$ cat src/rtl/dcache_flush_sequencer.sv
// -----------------------------------------------------------------------------
// dcache_flush_sequencer
//
// Walks every (index, way) of the D-cache when a flush is requested. Each line
// is read through the shared cache-array port. A valid+dirty line is written
// back to memory and then invalidated. A valid clean line is only invalidated.
// An invalid line is skipped with no array write. While the walk is active,
// dcFlushing blocks LSU/MSHR array grants. dcFlushComplete pulses once in the
// final cycle of the walk.
//
// Ports
//   clk              clock; all state changes on the rising edge
//   rst              synchronous reset, active low
//   flushReq         level flush request; sampled only while idle
//   mshrBusy         any MSHR valid; the walk waits for this to clear
//   dcFlushing       high from the accepted request through the DONE cycle
//   dcFlushComplete  one-cycle end-of-flush pulse
//   arrayReq         cache-array port request
//   arrayGrt         port granted; the presented command is consumed
//   arrayWE          1 = invalidate (index, way); 0 = read (index, way)
//   arrayIndex       set index of the command
//   arrayWay         way of the command
//   arrayTagOut      read tag, valid the cycle after a granted read
//   arrayValidOut    read valid bit, same timing as arrayTagOut
//   arrayDirtyOut    read dirty bit, same timing as arrayTagOut
//   arrayDataOut     read line data, same timing as arrayTagOut
//   memReq           memory write-back request
//   memAddr          write-back address {tag, index, zero offset}
//   memData          write-back line data
//   memReqAck        write-back request accepted this cycle
//   memWriteDone     write-back finished
// -----------------------------------------------------------------------------
module dcache_flush_sequencer #(
    parameter int INDEX_BIT_WIDTH  = 8,
    parameter int WAY_NUM          = 2,
    parameter int TAG_WIDTH        = 20,
    parameter int OFFSET_BIT_WIDTH = 4,
    parameter int LINE_WIDTH       = 128,
    localparam int WAY_W  = $clog2(WAY_NUM),
    localparam int ADDR_W = TAG_WIDTH + INDEX_BIT_WIDTH + OFFSET_BIT_WIDTH
) (
    input  logic                       clk,
    input  logic                       rst,
    input  logic                       flushReq,
    input  logic                       mshrBusy,
    output logic                       dcFlushing,
    output logic                       dcFlushComplete,
    output logic                       arrayReq,
    input  logic                       arrayGrt,
    output logic                       arrayWE,
    output logic [INDEX_BIT_WIDTH-1:0] arrayIndex,
    output logic [WAY_W-1:0]           arrayWay,
    input  logic [TAG_WIDTH-1:0]       arrayTagOut,
    input  logic                       arrayValidOut,
    input  logic                       arrayDirtyOut,
    input  logic [LINE_WIDTH-1:0]      arrayDataOut,
    output logic                       memReq,
    output logic [ADDR_W-1:0]          memAddr,
    output logic [LINE_WIDTH-1:0]      memData,
    input  logic                       memReqAck,
    input  logic                       memWriteDone
);

    typedef enum logic [3:0] {
        S_IDLE,
        S_DRAIN,
        S_RD,
        S_RD_WAIT,
        S_WB_REQ,
        S_WB_WAIT,
        S_INV,
        S_NEXT,
        S_DONE
    } state_t;

    localparam logic [INDEX_BIT_WIDTH-1:0] LAST_INDEX = '1;
    localparam logic [INDEX_BIT_WIDTH-1:0] INDEX_ONE  = INDEX_BIT_WIDTH'(1);
    localparam logic [WAY_W-1:0]           LAST_WAY   = WAY_W'(WAY_NUM - 1);
    localparam logic [WAY_W-1:0]           WAY_ONE    = WAY_W'(1);

    state_t                    state_q;
    logic [INDEX_BIT_WIDTH-1:0] index_q;
    logic [WAY_W-1:0]           way_q;
    logic                       flushing_q;
    logic                       complete_q;
    logic                       array_req_q;
    logic                       array_we_q;
    logic                       mem_req_q;
    logic [ADDR_W-1:0]          mem_addr_q;
    logic [LINE_WIDTH-1:0]      mem_data_q;

    logic last_line;
    assign last_line = (index_q == LAST_INDEX) && (way_q == LAST_WAY);

    // All outputs are registers updated on the state transition. The command
    // therefore stays frozen while a grant or ack is pending.
    always_ff @(posedge clk) begin
        if (!rst) begin
            state_q     <= S_IDLE;
            index_q     <= '0;
            way_q       <= '0;
            flushing_q  <= 1'b0;
            complete_q  <= 1'b0;
            array_req_q <= 1'b0;
            array_we_q  <= 1'b0;
            mem_req_q   <= 1'b0;
            mem_addr_q  <= '0;
            mem_data_q  <= '0;
        end else begin
            case (state_q)
                S_IDLE: begin
                    if (flushReq) begin
                        state_q    <= S_DRAIN;
                        flushing_q <= 1'b1;
                        index_q    <= '0;
                        way_q      <= '0;
                    end
                end
                S_DRAIN: begin
                    // Outstanding misses could refill lines behind the walk.
                    if (!mshrBusy) begin
                        state_q     <= S_RD;
                        array_req_q <= 1'b1;
                        array_we_q  <= 1'b0;
                    end
                end
                S_RD: begin
                    if (arrayGrt) begin
                        state_q     <= S_RD_WAIT;
                        array_req_q <= 1'b0;
                    end
                end
                S_RD_WAIT: begin
                    // The array read result is present only in this cycle.
                    if (arrayValidOut && arrayDirtyOut) begin
                        mem_addr_q <= {arrayTagOut, index_q, {OFFSET_BIT_WIDTH{1'b0}}};
                        mem_data_q <= arrayDataOut;
                        mem_req_q  <= 1'b1;
                        state_q    <= S_WB_REQ;
                    end else if (arrayValidOut) begin
                        array_req_q <= 1'b1;
                        array_we_q  <= 1'b1;
                        state_q     <= S_INV;
                    end else begin
                        state_q <= S_NEXT;
                    end
                end
                S_WB_REQ: begin
                    if (memReqAck) begin
                        mem_req_q <= 1'b0;
                        state_q   <= S_WB_WAIT;
                    end
                end
                S_WB_WAIT: begin
                    // memWriteDone is looked at only after the ack cycle.
                    if (memWriteDone) begin
                        array_req_q <= 1'b1;
                        array_we_q  <= 1'b1;
                        state_q     <= S_INV;
                    end
                end
                S_INV: begin
                    if (arrayGrt) begin
                        array_req_q <= 1'b0;
                        array_we_q  <= 1'b0;
                        state_q     <= S_NEXT;
                    end
                end
                S_NEXT: begin
                    // The counters stop on the last line and never wrap.
                    if (last_line) begin
                        complete_q <= 1'b1;
                        state_q    <= S_DONE;
                    end else begin
                        if (way_q == LAST_WAY) begin
                            way_q   <= '0;
                            index_q <= index_q + INDEX_ONE;
                        end else begin
                            way_q <= way_q + WAY_ONE;
                        end
                        array_req_q <= 1'b1;
                        array_we_q  <= 1'b0;
                        state_q     <= S_RD;
                    end
                end
                S_DONE: begin
                    complete_q <= 1'b0;
                    flushing_q <= 1'b0;
                    state_q    <= S_IDLE;
                end
                default: begin
                    state_q <= S_IDLE;
                end
            endcase
        end
    end

    assign dcFlushing      = flushing_q;
    assign dcFlushComplete = complete_q;
    assign arrayReq        = array_req_q;
    assign arrayWE         = array_we_q;
    assign arrayIndex      = index_q;
    assign arrayWay        = way_q;
    assign memReq          = mem_req_q;
    assign memAddr         = mem_addr_q;
    assign memData         = mem_data_q;

endmodule
$ cat config.mk
export PLATFORM = sky130hd
export DESIGN_NAME = dcache_flush_sequencer
export DESIGN_NICKNAME = d
export VERILOG_FILES = /design/src/rtl/dcache_flush_sequencer.sv
export SDC_FILE = /design/constraint.sdc
export NUM_CORES = 1
export LEC_CHECK = 0
export ABC_AREA = 1
export BUFFER_PORTS_ARGS = -buffer_cell sky130_fd_sc_hd__buf_2
export CAP_MARGIN = 20
export CORE_MARGIN = 5
export CORE_UTILIZATION = 50
export DETAILED_ROUTE_END_ITERATION = 16
export GPL_ROUTABILITY_DRIVEN = 0
export PLACE_DENSITY = 0.95
export RECOVER_POWER = 25
export SYNTH_ARGS = -nofsm -noshare
export SYNTH_HDL_FRONTEND = slang
export SYNTH_SLANG_ARGS = --single-unit
export TNS_END_PERCENT = 50
$ cat constraint.sdc
create_clock -name clk -period 2.4 [get_ports clk]
set_input_delay 0.6 -clock clk [delete_from_list [all_inputs] [get_ports clk]]
set_output_delay 0.6 -clock clk [all_outputs]
set_load 0.05 [all_outputs]
==> results.yml <==
routing:
  dr.pass1.iters: 5
  drc_errors: 0
  wl_per_cell_microns: 14.48
  drt_wl_total_microns: 19570
  antenna_left: 0
  dr.first_iter.drc_count: 357
  via_per_inst: 4.952
  vias: 6690
power_and_ir_drop:
  fin_total_pwr_uw: 7233
  peakVddDrop_mv: 0.4994
  p_per_area_nw_per_um2: 815.2
  p_leak_uw: 0.003851
final_layout:
  nNetsFinal: 1316
  layout_common_cells: "250 x buf_2, 181 x inv_1, 174 x dfxtp_1, 170 x a21oi_1, 112 x o21ai_1"
  utilization: 0.6468
  drive_gt1_frac: 0.2596
  layout.cells.non_filler: 1351
  n_antenna_cell: 0
  layout_commonest_cell: "buf_2"
  multiInputGateArea_sq_um: 2257
  fill_cells: 1130
  area_growth_pct: 28.62
  seq_area_sq_um: 3483
cts:
  cts_max_level: 4
  cts.sinks: 174
  clockBufferDepth: 2
  ctsRootBufferMaster: "clkbuf_16"
  cts.repair.resized: 0
  cts_post_setup_buffers_inserted: 0
  cts_tree: "done"
  clk_latency_ns: 0.41
  cts_hold_buffers: 0
  cts_made_buffers: 17
  clk_pin_slew_ns: 0.06
setup_path:
  cp-startpoint: "state_q[1]"
  worst_path_max_delay_cell: "dfxtp_1"
  path_class: "reg -> reg"
  cp.arrival_ns: 2.26
  endpoint_kind: "register"
  path_cells: "nand2_1 > inv_1 > nand2_2 > inv_1 > nand3_4 > buf_12 > buf_4 > o21ai_1 > a21oi_1"
  reg2reg_from: "state_q[1]"
  max_stage_delay_ns: 0.44
  worst_ep_required_time_ns: 2.70
  cpMostUsedCell: "inv_1"
  startpoint_type: "register"
  regToRegSetupSlack_ns: 0.44
  crit_fanout: 108
synthesis:
  synth_cell_types: 29
  synth_top_area_cell: "dfxtp_1"
  synth_xor_xnor_area_share: 0.001269
  synth_edf_count: 0
  synth_top_family_by_area: "compound AO/OA/AOI/OAI gates"
  syn_avg_cell_area_sq_um: 8.032
  netlist.area_leader.share: 0.5049
  muxShareOfSynthArea: 0
  synth-compound-area-share: 0.2419
  synth_area_leaders: "dfxtp_1 50%, a21oi_1 12%, inv_1 9.7%"
  seq_area_frac_synth: 0.5049
  synth_area_sq_um: 6899
  synth_ff_type: "dfxtp_1"
  synthAdderAreaFrac: 0.001814
  async_reset_ff_frac: 0
  yosys_warnings: 0
  synthCells: 859
  yosys.area_share.simple: 0.08070
  synth_seq_cells: 174
flow_run:
  max_cap_viol_count: 0
sta:
  period_share: 0.8163
  final-max-slew-violation-count: 0
  fmax_mhz: 510.4
  max_slew_margin: 0.5466
  hold_viol_final: 0
  worstMarginPinSlew_ns: 0.6830
  rsz0062_at_grt: "false"
  setup_viol: 0
  fin_ws_ns: 0.4409
  period_needed_ns: 1.959
  finClkSkew_ns: 0.01278
  tns_ns: 0
die:
  die_w_microns: 127.5
  die_y_microns: 127.5
  start_util: 0.5029
  core_sq_um: 13720
  ios: 331
  rows: 43
  dieArea_sq_um: 16250
global_routing:
  grt_pass1_vias: 6416
  track_usage: 0.2318
  grt_pass1_wl_microns: 30480
  antenna_found_initial: 1
  grt_max_degree: 115
  grt_overflow: 0
worst_hold_path:
  min_from: "memData[83]"
  hold_path.class: "reg -> reg"
placed_design:
  io_buffers: 326
  place_ws_ns: 0.5669
  dpl.cell_count: 1319
  hpwl_microns: 14630
status:
  outcome: "finished clean"
[report_power, final]
| part | internal [uW] | total, uW | switching (uW) |
|---|---|---|---|
| sequential | 3040 | 3130 | 89.4 |
| clock | 1460 | 2600 | 1140 |
| combinational | 413 | 1510 | 1090 |
| total | 4910 | 7230 | 2320 |
[critical path: cells and delay by family, from the launching register on]
kind            cells  cell delay (ns)
simple gates        3             0.37
flops               1             0.44
compound gates      2             0.22
buf+inv             4             0.75
[final cells by class]
type / instances / area share
flip-flops and latches: 174 / 0.3926
multi-input cells: 446 / 0.2544
repair buffers: 336 / 0.1877
inverters: 183 / 0.07741
clock buffers: 19 / 0.04992
well taps: 180 / 0.02538
clock inverters: 13 / 0.01269
[cell families after synthesis]
group | count (synthesis)
other | 1
XOR/XNOR | 1
AND/OR/NAND/NOR | 108
buffers and inverters | 242
adder cells (fa/ha/maj) | 1
flip-flops | 174
AO/OA/AOI/OAI | 332
[per-layer routing]
metal / GRT usage / vias to the layer above / routed length [microns] / part of all wire
li1: - / 3362 / - / -
met3: 0.07400 / 67 / 2058 / 0.11
met1: 0.2575 / 2929 / 7028 / 0.36
met5: 0 / - / 13 / 0.00066
met4: 0.1420 / 2 / 1033 / 0.053
met2: 0.3856 / 330 / 9432 / 0.48
[path summary, 6_finish.rpt]
path / cells after the start / to
worst min-delay path: 2 / memData[83]
worst min register to register: 2 / memData[83]
worst max register to register: 9 / memAddr[26]
worst max-delay path: 9 / memAddr[26]
[state kept, by name, indices dropped and copies added (netlist names)]
signal / count
dcFlushComplete: 1
dcFlushing: 1
memAddr: 28
arrayWay: 1
state_q: 4
memReq: 1
memData: 128
arrayReq: 1
arrayWE: 1
arrayIndex: 8
[per-stage QoR]
stage               area (sq um)  hold slack [ns]
floorplan                   6910           0.5978
global placement            8417           0.4277
detailed placement          8417           0.4313
CTS                         8972           0.4291
global route                8874           0.4413
finish                      8874           0.4411
[synth_stat cells (3+ instances only)]
master / number
nand4_1: 11
nand3_1: 14
nor2_1: 18
o21ai_0: 46
nand3b_1: 3
inv_2: 4
buf_4: 4
buf_6: 32
o21ai_1: 113
clkbuf_1: 22
inv_1: 179
a21oi_1: 170
dfxtp_1: 174
nand2_1: 48
(Power assumes the default switching activity.)
